[src/rtl/chunk_addsub.sv]
`timescale 1ns/1ps
// chunk_addsub: multi-cycle N-bit adder/subtractor that processes one K-bit slice per clock.
// Latency: start accepted at edge 0 -> busy in cycles 1..M, done pulse in cycle M+1 (M = N/K).
// Backpressure: start is ignored while busy; a start in the done cycle is accepted back-to-back.
// Optional feature: define SATURATE_EN to clamp the result on signed overflow (default: wrap).
module chunk_addsub #(
    parameter int N = 16,
    parameter int K = 4
) (
    input  logic         clk,
    input  logic         rst_n,
    input  logic         start,
    input  logic         sub,
    input  logic [N-1:0] x,
    input  logic [N-1:0] y,
    input  logic         carryin,
    output logic         busy,
    output logic         done,
    output logic [N-1:0] sum,
    output logic         carryout,
    output logic         overflow
);

    localparam int M  = N / K;
    localparam int IW = (M > 1) ? $clog2(M) : 1;
    localparam logic [IW-1:0] LAST = IW'(M - 1);

    // Reject configurations that cannot be cut into whole slices.
    if (K < 1 || N < 1 || (N % K) != 0) begin : g_bad_cfg
        $error("chunk_addsub: N must be a nonzero multiple of K");
    end

    typedef enum logic [1:0] {
        IDLE = 2'd0,
        RUN  = 2'd1,
        DONE = 2'd2
    } state_t;

    state_t        state;
    logic [N-1:0]  a_reg;     // latched x
    logic [N-1:0]  b_reg;     // latched y, inverted for subtract
    logic [N-1:0]  acc;       // slices completed so far (never visible on sum)
    logic          c_reg;     // carry out of the previous slice
    logic [IW-1:0] idx;       // slice currently being added

    int            base;
    logic [K-1:0]  a_sl;
    logic [K-1:0]  b_sl;
    logic [K:0]    slice_full;
    logic          msb_cin;
    logic          ovf_next;
    logic [N-1:0]  full_res;
    logic [N-1:0]  res_out;
    logic          accept;

    // Start is honoured only when no operation is in flight.
    assign accept = start && (state != RUN);

    // Slice adder plus final-result assembly and overflow detection for the last slice.
    always_comb begin
        base       = int'(idx) * K;
        a_sl       = a_reg[base +: K];
        b_sl       = b_reg[base +: K];
        slice_full = {1'b0, a_sl} + {1'b0, b_sl} + {{K{1'b0}}, c_reg};
        // Carry into the slice MSB recovered from the sum bit, so K=1 needs no special case.
        msb_cin    = slice_full[K-1] ^ a_sl[K-1] ^ b_sl[K-1];
        ovf_next   = msb_cin ^ slice_full[K];
        full_res   = acc;
        full_res[base +: K] = slice_full[K-1:0];
        res_out    = full_res;
`ifdef SATURATE_EN
        // On overflow both effective operands share x's sign, which is the sign of the true result.
        if (ovf_next) begin
            res_out = a_reg[N-1] ? {1'b1, {(N-1){1'b0}}} : {1'b0, {(N-1){1'b1}}};
        end
`else
        // Wrapping build: the modulo-2^N result is used as-is.
`endif
    end

    // Control FSM with working registers and registered outputs.
    always_ff @(posedge clk or negedge rst_n) begin
        if (!rst_n) begin
            state    <= IDLE;
            a_reg    <= '0;
            b_reg    <= '0;
            acc      <= '0;
            c_reg    <= 1'b0;
            idx      <= '0;
            busy     <= 1'b0;
            done     <= 1'b0;
            sum      <= '0;
            carryout <= 1'b0;
            overflow <= 1'b0;
        end else begin
            done <= 1'b0;
            case (state)
                IDLE, DONE: begin
                    if (accept) begin
                        // Subtract is x + ~y + ~borrow_in.
                        a_reg <= x;
                        b_reg <= sub ? ~y : y;
                        c_reg <= sub ? ~carryin : carryin;
                        acc   <= '0;
                        idx   <= '0;
                        busy  <= 1'b1;
                        state <= RUN;
                    end else begin
                        state <= IDLE;
                    end
                end
                RUN: begin
                    acc[base +: K] <= slice_full[K-1:0];
                    c_reg          <= slice_full[K];
                    idx            <= idx + 1'b1;
                    if (idx == LAST) begin
                        // Results are published only here, never mid-operation.
                        sum      <= res_out;
                        carryout <= slice_full[K];
                        overflow <= ovf_next;
                        busy     <= 1'b0;
                        done     <= 1'b1;
                        state    <= DONE;
                    end
                end
                default: begin
                    busy  <= 1'b0;
                    state <= IDLE;
                end
            endcase
        end
    end

endmodule
[config.mk]
export PLATFORM = sky130hd
export DESIGN_NAME = chunk_addsub
export DESIGN_NICKNAME = d
export VERILOG_FILES = /design/src/rtl/chunk_addsub.sv
export SDC_FILE = /design/constraint.sdc
export NUM_CORES = 1
export LEC_CHECK = 0
export CORE_ASPECT_RATIO = 1.25
export CORE_MARGIN = 8
export CORE_UTILIZATION = 37
export DETAILED_ROUTE_END_ITERATION = 16
export PLACE_DENSITY = 0.67
export SYNTH_ARGS = -nofsm -noshare
export SYNTH_HDL_FRONTEND = slang
export SYNTH_SLANG_ARGS = --single-unit
[constraint.sdc]
create_clock -name clk -period 3.7 [get_ports clk]
set_input_delay 0.37 -clock clk [delete_from_list [all_inputs] [get_ports clk]]
set_output_delay 0.37 -clock clk [all_outputs]
set_load 0.01 [all_outputs]
Word-level counts from Yosys, hierarchy flattened
Cells that the tools add are included.
W data, S select, Z words.
{"block": "word_totals", "reg_bits": 73, "input_bits": 37, "output_inout_bits": 20, "word_cells": 55}
{"block": "op_classes", "n_addsub": 4, "eq_ne": 6, "shift": 4, "mux": 17, "n_bitwise": 5, "reduce_logical": 8}
{"operator": "$neg A4 Y33", "count": 1}
{"operator": "$shift A4 B33 Y16 const A", "count": 1}
{"operator": "$shiftx A4 B33 Y16", "count": 1}
{"operator": "$mux W16", "count": 2}
{"operator": "$pmux W16 S2", "count": 1}
{"operator": "$shiftx A16 B5 Y4", "count": 2}
{"operator": "$bwmux W16", "count": 1}
{"operator": "$not A16 Y16", "count": 1}
{"operator": "$pmux W2 S2", "count": 2}
{"operator": "$reduce_and A2 Y1", "count": 4}
{"operator": "$mux W1", "count": 7}
{"operator": "$add A4 B4 Y5", "count": 1}
{"operator": "$add A5 B1 Y5", "count": 1}
{"operator": "$eq A2 B2 Y1 const B", "count": 2}
{"operator": "$mux W2", "count": 2}
{"operator": "$ne A2 B2 Y1 const B", "count": 2}
{"operator": "$pmux W1 S2", "count": 2}
{"operator": "$xor A1 B1 Y1", "count": 3}
{"operator": "$add A2 B1 Y2 const B", "count": 1}
{"operator": "$eq A2 B1 Y1 const B", "count": 1}
{"operator": "$logic_not A2 Y1", "count": 1}
{"operator": "$ne A2 B1 Y1 const B", "count": 1}
{"operator": "$reduce_bool A2 Y1", "count": 1}
{"operator": "$reduce_or A2 Y1", "count": 1}
{"operator": "2 further kinds", "count": 2}

Longest topological paths before layout
{"block": "depth", "ltp_word": 6, "ltp_mapped": 9, "mapped_depth_nobuf": 8}

Worst setup path after synthesis
No wires, ideal clock.
{"block": "synth_timing", "kind": "reg2reg", "from": "register idx[0]", "to": "register overflow", "setup_time_ns": 0.130, "arrival_ns": 2.919, "required_ns": 3.570, "setup_slack_ns": 0.652, "path_stages_with_launch": 10, "path_buffers": 1, "period_less_slack_ns": 3.048, "cell_sequence": "dfrtp_1 -> buf_2 -> mux4_2 -> fa_1 -> fa_1 -> a21o_1 -> a21oi_1 -> xnor3_1 -> xnor2_1 -> o21ai_1"}
{"block": "synth_between", "elab_chain_len": 6}
{"element": "from (decl)", "line": "44", "source": "logic [IW-1:0] idx;"}
{"element": "from (signal assigned)", "line": "115", "source": "idx <= idx + 1'b1;"}
{"element": "$shiftx A16 B5 Y4 (on tied branches)", "line": "62, 63"}
{"element": "$add A4 B4 Y5", "line": "64", "source": "slice_full = {1'b0, a_sl} + {1'b0, b_sl} + {{K{1'b0}}, c_reg};"}
{"element": "$add A5 B1 Y5", "line": "64"}
{"element": "$xor A1 B1 Y1 (2 in a row)", "line": "66", "source": "msb_cin = slice_full[K-1] ^ a_sl[K-1] ^ b_sl[K-1];"}
{"element": "$xor A1 B1 Y1", "line": "67", "source": "ovf_next = msb_cin ^ slice_full[K];"}
{"element": "to (signal assigned)", "line": "120", "source": "overflow <= ovf_next;"}
{"element": "to (decl)", "line": "21", "source": "output logic overflow"}
Parallel ways exist; a longest one is shown, timed or not.
A chain may end at the register's enable or synchronous reset.

Final worst setup path
Same ends and word-level chain as after synthesis.

==> metrics.md <==
| Metric | Value |
|---|---|
| Status | finished, final reports clean |
| Hold buffer count at cts | 0 |
| WP data arrival | 3350 ps |
| Maximum VDD drop | between 500 and 600 uV |
| Switching power total | about 1.7 mW |
| Router iterations before antenna repair | 4 |
| Max Cap Violations | 0 |
| Vias in the first global route | about 2500 |
| Clk_lat worst skew | approximately 330 ps |
| Top delay family on crit path | adder cells |
| Synthesized area per cell | between 10 and 15 um2 |
| DRT iter0 DRCs | between 80 and 90 |
| WHS | roughly 75 ps |
| Clk sinks | 73 |
| Final min period | between 3000 and 4000 ps |
| CTS H-tree lvls | 3 |
| Nets | ~400 |
| RSZ-0062 raised after global routing | no |
| Core area | approximately 9100 um2 |
| Post-synth top area cell | dfrtp_1 |
| Reg-to-Reg Start | idx[0]$_DFFE_PN0P_ |
| Height of the die | approximately 120 um |
| Crit end category | register |
| Origin of the worst setup path | idx[0]$_DFFE_PN0P_ |
| Sw Share | approximately two fifths |
| WP data required | between 3000 and 4000 ps |
| Largest stage delay on the critical path | about 600 ps |
| Total power | 4.43 mW |
| Grt ovf | 0 |
| Proportion of layout cells with a drive suffix above 1 | 13.9% |
| Crit path max fanout | 8 |
| Synth Warn # | 0 |
| Sequential share of the synthesized area | a little over half |
| Slew Viols, Final | 0 |
| Ports | 57 |
| Synth Instances | 300 |
| Worst Setup Path Type | register to register |
| Post-route ant nets | 0 |
| LEAKAGE | 1.91 nW |
| Count leader, synth | dfrtp_1 |
| Synth top area share | a little over half |
| Power share of the clock group | 20.7% |
| Final Util | 48.9% |
| Die area | between 10000 and 15000 um2 |
| Internal | 2.70 mW |
| Vias per cell | a little under 5 |
| Via count | between 2000 and 2500 |
| WP buf/inv | 0 |
| Design area | between 4000 and 5000 um2 |
| Post-Syn Area | between 3000 and 4000 um2 |
| Num CTS Buffers | 9 |
| Synth area leaders | dfrtp_1 53%, o21ai_0 5.8%, mux2_2 5.2% |
| Die X-Extent | between 100 and 150 um |
| Initial antenna violation count | 0 |
| # port buffers | 56 |
| Clock Path Buffers | 2 |
| Pwr per Cell Area | ~990 nW/um2 |
| Tcrit/Tclk final | about 84% |
| Post-synth ARST share | 100% |
| Startpoint types | register |
| Worst Tran Pin Value | approximately 880 ps |
| Flops & latches, synth | 73 |
| CTS Root Cell | clkbuf_16 |
| CTS tree | done |
| Area Overhead vs Synth | 28.9% |
| Diodes inserted | 0 |
| Postcts setup bufs | 0 |
| Number of synthesized flops with an enable pin | 0 |
| Cell mode on critical path | fa_1 |
| CTS resizes | 0 |
| Syn nets | approximately 350 |
| Rows | 39 |
| Setup_tns | 0 ps |
| Post-synth cell types | 30 |
| DRT Wirelength | approximately 7300 um |
| Fmax | 0.323 GHz |
| CTS clock-pin slew for the worst setup and hold paths | around 60 ps |
| Sequential share of power | a little under a third |
| DP Wirelength | roughly 5500 um |
| # setup viols final | 0 |
| Clock Skew | 8.01 ps |
| Worst Hold Class | input pin to asynchronous set/reset pin |
| Top cells by count, synth | 73 x dfrtp_1, 40 x nand2_1, 40 x o21ai_0 |
| Placer Congestion | approximately 0.76 |
| Crit path cell chain | mux4_2, fa_1, fa_1, a21o_1, a21oi_1, xnor3_1, xnor2_1, o21ai_1 |
| Pin count of the biggest net entering global routing | 43 |
| Number of remaining DRC errors | 0 |
| GRT Util Overall | about an eighth |
| Worst slew margin | between 40% and 50% |
| Final hold viol count | 0 |
| First-pass GRT wire length | 12300 um |
| Main synth FF type | dfrtp_1 |
| Worst path slowest cell | dfrtp_1 |
| Placed cell area | 4140 um2 |
| Initial Utilization | between 30 and 40% |
| Combinational power share | 49.2% |
| Routed wire length per instance | about 15 um |
-- worst paths after layout --
| kind | endpoint | depth (start not counted) | slack, ps |
|---|---|---|---|
| worst max-delay path | overflow$_DFFE_PN0P_ | 8 | 610 |
| worst min-delay path | sum[8]$_DFFE_PN0P_ | 1 | 80 |
| worst max register to register | overflow$_DFFE_PN0P_ | 8 | 610 |
| worst min register to register | sum[8]$_DFFE_PN0P_ | 2 | 470 |
| max in group asynchronous | carryout$_DFFE_PN0P_ | 2 | 2650 |
| min in group clk | sum[8]$_DFFE_PN0P_ | 2 | 470 |
-- final cells by class --
cell class              count  area [um2]
repair buffers             63         608
flip-flops and latches     73        1830
clock buffers               9         225
clock inverters             7        95.1
fillers                   846        4670
inverters                   4        15.0
multi-input cells         203        1540
well taps                 123         154
-- kinds of logic (layout without fill, tap and decap cells) --
group                    after synthesis  in the layout  share of synthesized area (%)
AO/OA/AOI/OAI                         78             78                           13.7
XOR/XNOR                              21             21                           5.93
adder cells (fa/ha/maj)               11             11                           4.41
buffers and inverters                 24             83                           2.89
flip-flops                            73             73                           52.8
multiplexers                          24             24                           10.5
AND/OR/NAND/NOR                       69             69                           9.73
-- worst reg2reg max path, cell delays in order, from the launching register on --
cell and delay, ps:
dfrtp_1 600, mux4_2 580, fa_1 440, fa_1 420, a21o_1 200, a21oi_1 250
xnor3_1 270, xnor2_1 130, o21ai_1 130
-- per-stage QoR --
step	cells	setup slack, ps
2_1_floorplan	300	652
3_3_place_gp	466	625
5_1_grt	482	398
6_report	482	608
3_5_place_dp	466	577
4_1_cts	482	579
-- power by group through the flow --
stage          registers [mW]  logic, mW  clock network [mW]
3_5_place_dp             1.36       2.18                   0
5_1_grt                  1.38       2.39               0.969
4_1_cts                  1.34       2.19               0.936
3_3_place_gp             1.34       2.13                   0
6_report                 1.33       2.18               0.918
2_1_floorplan            1.31       1.53                   0
-- cell usage in the layout, fill, tap and decap left out, drive strengths merged, types with 2 or more instances in the layout --
master / instances
mux2: 16
clkinvlp: 4
ha: 9
o21ai: 41
a32o: 12
nand2: 40
nand2b: 2
a22o: 4
fa: 2
bufinv: 2
nor2: 3
nor2b: 18
clkbuf: 9
a21o: 2
buf: 8
and3: 2
xnor2: 19
dfrtp: 73
clkdlybuf4s50: 55
mux4: 8
and2: 2
inv: 4
a21oi: 18
-- routing by layer --
layer / part of all wire, % / wire (um) / vias to the layer above / GRT usage [%]
met4: 0.95 / 69 / 0 / 3.86
met5: 0 / 0 / - / 0
li1: - / - / 1160 / -
met1: 42 / 3040 / 1156 / 15.0
met3: 5.5 / 400 / 10 / 3.36
met2: 52 / 3770 / 58 / 21.4
Note: power is estimated with default switching activity, not from simulation.
